`src/rtl/accumulator_drain_controller.sv`:
```
// accumulator_drain_controller: runs one K-cycle accumulate pass over N accumulators and drains the sums one byte per beat
module accumulator_drain_controller #(
  parameter int N  = 4,
  parameter int K  = 4,
  parameter int CW = 2
) (
  input  logic            clk,
  input  logic            clear,
  input  logic            start,
  input  logic [8*N-1:0]  acc_vec,
  output logic            acc_clear,
  output logic            feed_en,
  output logic [7:0]      out_data,
  output logic [CW-1:0]   out_col,
  output logic            out_valid,
  input  logic            out_ready,
  output logic            busy,
  output logic            done
);
  localparam int KW = $clog2(K + 1);
  typedef enum logic [1:0] {IDLE, ACCUM, CAPTURE, DRAIN} state_t;
  state_t             state_q, state_d;
  logic [KW-1:0]      cnt_q;
  logic [CW-1:0]      idx_q;
  logic [N-1:0][7:0]  buf_q;
  logic               last_beat;
  assign last_beat = state_q == DRAIN && out_ready && idx_q == CW'(N - 1);
  // next state; clear wins over every other condition
  always_comb
    state_d = clear ? IDLE :
              state_q == IDLE  ? (start ? ACCUM : IDLE) :
              state_q == ACCUM ? (cnt_q == KW'(K - 1) ? CAPTURE : ACCUM) :
              state_q == CAPTURE ? DRAIN :
              last_beat ? IDLE : DRAIN;
  // state, counters, capture buffer and registered control outputs
  always_ff @(posedge clk) begin
    state_q   <= state_d;
    acc_clear <= state_d == IDLE || state_d == DRAIN;
    feed_en   <= state_d == ACCUM;
    out_valid <= state_d == DRAIN;
    busy      <= state_d != IDLE;
    done      <= !clear && last_beat;
    cnt_q     <= (!clear && state_q == ACCUM) ? cnt_q + 1'b1 : '0;
    idx_q     <= (clear || state_q == CAPTURE || last_beat) ? '0 :
                 (state_q == DRAIN && out_ready) ? idx_q + 1'b1 : idx_q;
    buf_q     <= clear ? '0 : state_q == CAPTURE ? acc_vec : buf_q;
  end
  assign out_data = out_valid ? buf_q[idx_q] : 8'h00;
  assign out_col  = idx_q;
endmodule

```
`config.mk`:
```
export PLATFORM = sky130hd
export DESIGN_NAME = accumulator_drain_controller
export DESIGN_NICKNAME = d
export VERILOG_FILES = /design/src/rtl/accumulator_drain_controller.sv
export SDC_FILE = /design/constraint.sdc
export NUM_CORES = 1
export LEC_CHECK = 0
export ABC_CLOCK_PERIOD_IN_PS = 1450
export CAP_MARGIN = 20
export CORE_ASPECT_RATIO = 1.1
export CORE_MARGIN = 2
export CORE_UTILIZATION = 42
export CTS_CLUSTER_DIAMETER = 200
export DETAILED_ROUTE_END_ITERATION = 6
export GPL_TIMING_DRIVEN = 0
export PLACE_DENSITY = 0.74
export SLEW_MARGIN = 0
export SYNTH_ARGS = -nofsm -noshare
export SYNTH_HDL_FRONTEND = slang
export SYNTH_SLANG_ARGS = --single-unit
```
`constraint.sdc`:
```
create_clock -name clk -period 1.45 [get_ports clk]
set_input_delay 0.2175 -clock clk [delete_from_list [all_inputs] [get_ports clk]]
set_output_delay 0.2175 -clock clk [all_outputs]
set_load 0.01 [all_outputs]
```
### After elaboration in Yosys (flattened, before gate mapping)

Index checks and enable logic that the tools add are counted.
W data, S select, Z words.

* register bits: 44
* output and inout bits: 15

* $lt $le $gt $ge: 1
* equal/unequal tests: 7
* add/subtract/negate cells: 2
* reductions and logical operators: 11
* multiplexer cells: 10

Operators by type and width (number)
* $bmux W8 S2: 1
* $mux W8: 2
* $mux W2: 6
* $eq A2 B2 Y1 const B: 4
* $eq A2 B1 Y1 const B: 2
* $logic_and A1 B1 Y1: 4
* $logic_not A2 Y1: 2
* $add A3 B1 Y3 const B: 1
* $eq A3 B2 Y1 const B: 1
* $logic_or A1 B1 Y1: 3
* $lt A2 B3 Y1 const B: 1
* $add A2 B1 Y2 const B: 1
* $reduce_bool A2 Y1: 1
* $logic_not A1 Y1: 1
* $mux W1: 1

### Longest topological paths before layout

* depth in word-level cells: 10
* mapped depth: 6

### Least setup slack after synthesis

No wires, ideal clock.

* path kind: register to output
* from: reg idx_q[0], in the netlist out_col[0]
* to: out out_data[0]
* setup slack: -14 ps
* data arrival time: 1247 ps
* cell stages (with the launch flop): 4
* path buffers: 1
* cell sequence: dfxtp_1 -> buf_6 -> mux4_2 -> and2_1

* cells in the longest elaborated chain, start to end: 3

RTL lines
* start: declaration: RTL line 24 `logic [CW-1:0] idx_q;`
* start signal: assignment: RTL line 44 `idx_q <= (clear || state_q == CAPTURE || last_beat) ? '0 :`
* $bmux W8 S2: RTL line 48 `assign out_data = out_valid ? buf_q[idx_q] : 8'h00;`
* $mux W8 (not written as such): RTL line 48
* $mux W8: RTL line 48
* end: declaration: RTL line 13 `output logic [7:0] out_data,`

No other way between the ends. The select of a mux whose other input is x is not followed.

### Worst setup path after layout

Same ends and word-level chain as after synthesis.

==> results.yml <==
timing:
  max_freq_mhz: 559.1
  setup_viol: 14
  fin_hold_ws_ns: 0.2424
  worst_slack_ns: -0.3385
  fin_crit_ns: 1.789
  slew_viol_final: 0
  rsz0062_at_grt: "true"
  relSlewSlack: 0.6404
  final-hold-violation-count: 0
  worst_slew_pin_slew_ns: 0.5394
  fin_crit_sh: 1.233
  clock_skew_ns: 0.005978
setup_path:
  end_kind: "primary output"
  worst_setup_path_start_kind: "register"
  r2r_start: "out_col[0]$_SDFFE_PP0P_"
  reg2reg_to: "acc_clear$_DFF_P_"
  crit_arrival_ns: 1.57
  critPathMaxFanout: 5
  cp-startpoint: "out_col[0]$_SDFFE_PP0P_"
  reg2reg_slack_ns: -0.19
  crit_required_ns: 1.23
  critPathKind: "register to primary output"
  r2r_cells: 9
run_status:
  failed_checks: "setup timing"
  status: "finished with violations"
synth:
  synth_cells: 206
  ys_ff_latch: 44
  synth.avg_cell_area_um2: 8.904
  synthesis.nets: 248
  synthAdderAreaFrac: 0.04093
  synth_warnings: 0
  synth_compound_area_frac: 0.1132
  yosysUniqueCellTypes: 21
  synth_xor_area_frac: 0
  synthesis.area_mm2: 0.001834
  synth-seq-area-share: 0.4802
  synthMuxAreaShare: 0.09823
  synthSimpleGateAreaFrac: 0.2005
  synth_top_family_by_area: "simple AND/OR/NAND/NOR gates"
finish:
  drive_gt1_frac: 0.2218
  n_fill_cell: 404
  final_common_cell: "nand2_1"
  instances_no_fill: 329
  area_growth_pct: 46.66
  num_antenna_cells: 0
  final_cell_mix: "nand2_1, dfxtp_1, clkdlybuf4s50_1, a21oi_1, buf_6"
  nNetsFinal: 316
detailed_routing:
  drc: 0
  route.vias.total: 1603
  drt-initial-drc-count: 47
  ant_nets: 0
  via_per_inst: 4.872
  first_pass_iters: 6
  wl_per_cell_um: 13.65
  wl_mm: 4.490
clock_network:
  cts_tree: "yes"
  clock-sinks: 44
  clk_transition_reported_paths_ns: 0.08
  cts_buffers: 5
  clock_path_buffers: 2
  cts-root-buf: "clkbuf_8"
  postCtsHoldBufs: 0
  cts_htree_levels: 2
  clock_latency_ns: 0.30
power_and_ir_drop:
  p_leak_nw: 0.9960
  ir_drop_uv: 660.9
  power_density_mw_per_mm2: 860.1
grt:
  gr-usage-all-layers: 0.1964
  grt.overflow.total: 0
  grt_max_degree: 14
  antenna_found_initial: 0
  grt_pass1_wl_mm: 7.093
  grt_pass1_vias: 1555
floorplanning:
  pin_count: 51
  start_util: 0.4312
  die_w_um: 67.01
  die_y_um: 73.31
  core_area_mm2: 0.004254
  rows: 25
  dieArea_mm2: 0.004913
hold_path:
  whs_endpoint: "buf_q[31]$_SDFFE_PP0N_"
  min_from: "clear"
  min_path_cells: 2
  hp-class: "input port to register"
run:
  max_cap_viol_count: 0
placement:
  io_buffers: 49
  gp_congestion: 0.8155
  dp_cells: 309
  dp_hpwl_mm: 2.925
  post-place-ws_ns: -0.4363
## cells in the mapped netlist (all sizes together)
| library cell | n | area share |
|---|---|---|
| buf | 11 | 0.046 |
| nand4b | 1 | 0.0048 |
| o21ba | 1 | 0.0055 |
| dfxtp | 44 | 0.48 |
| and2 | 8 | 0.027 |
| nand2 | 65 | 0.13 |
| nand2b | 1 | 0.0034 |
| or2 | 1 | 0.0034 |
| clkbuf | 4 | 0.0082 |
| inv | 6 | 0.012 |
| a21oi | 36 | 0.098 |
| nor2 | 6 | 0.012 |
| mux4 | 8 | 0.098 |
| o21bai | 1 | 0.0041 |
| nor2b | 2 | 0.0068 |
| nand4 | 2 | 0.0068 |
| ha | 6 | 0.041 |
| nand3 | 1 | 0.0027 |
| o21ai | 2 | 0.0055 |
## metrics by stage
step / util / setup TNS, ns / power [mW] / instance area, um^2
finish: 0.6324 / -3.344 / 2.314 / 2690
global route: 0.6324 / -4.104 / 2.391 / 2690
CTS: 0.6147 / -3.174 / 2.327 / 2615
detailed placement: 0.5626 / -4.027 / 1.416 / 2394
global placement: 0.5626 / -3.968 / 1.416 / 2394
floorplan: - / 0 / 1.295 / 1836
## cells by family (layout without fill, tap and decap cells)
logic type                 after synthesis  count (layout)
buffers and inverters                   21              90
adders and majority gates                6               6
DFF                                     44              44
and+or+nand+nor                         87              87
AOI/OAI and AO/OA                       40              40
muxes                                    8               8
## report_power, final
group | internal [mW] | leakage [nW] | switching (mW)
combinational | 0.120 | 0.583 | 0.0654
clock | 0.511 | 0.0552 | 0.398
sequential | 1.22 | 0.358 | 0.00349
## critical path, cell delays in order (launching register included)
cell     delay [ns]
dfxtp_4        0.39
buf_12         0.13
mux4_2         0.49
and2_4         0.15
buf_6          0.11
## layer usage
metal / vias up / part of all wire / global-route usage
met5: - / 0 / 0
met4: 0 / 0.018 / 0.06803
met3: 10 / 0.042 / 0.04288
met2: 38 / 0.52 / 0.3432
met1: 741 / 0.42 / 0.2363
li1: 814 / - / -
## timing repair
item	4_1_cts	5_1_grt
gates resized for setup	50	15
setup endpoints to repair	10	14
pin swaps	12	2
gates cloned	1	0
buffers inserted	10	2
## area by class of cell
class,instances,area (um^2),area share
inverters,6,22.52,0.008372
plain buffers,15,111.4,0.04140
clock inverters,2,35.03,0.01302
repair buffers,61,598.1,0.2223
clock buffers,6,72.57,0.02698
well taps,54,67.56,0.02512
multi-input cells,141,893.4,0.3321
flip-flops and latches,44,889.6,0.3307
## how the worst max path moves through the flow
stage / to / slack (ns) / cells after the start
2_1_floorplan: acc_clear$_DFF_P_ / 0.02 / 6
6_report: out_data[0] / -0.34 / 4
3_5_place_dp: out_data[0] / -0.44 / 4
5_1_grt: out_data[1] / -0.39 / 4
4_1_cts: out_data[3] / -0.36 / 4
3_3_place_gp: out_data[0] / -0.44 / 4
## sequential cells by signal, summed over array words and instances (netlist names)
name and flops:
out_valid 1, acc_clear 1, busy 1, state_q 2, buf_q 32, cnt_q 3, done 1, feed_en 1
out_col 2
No activity file was read; power rests on OpenSTA's default activity.
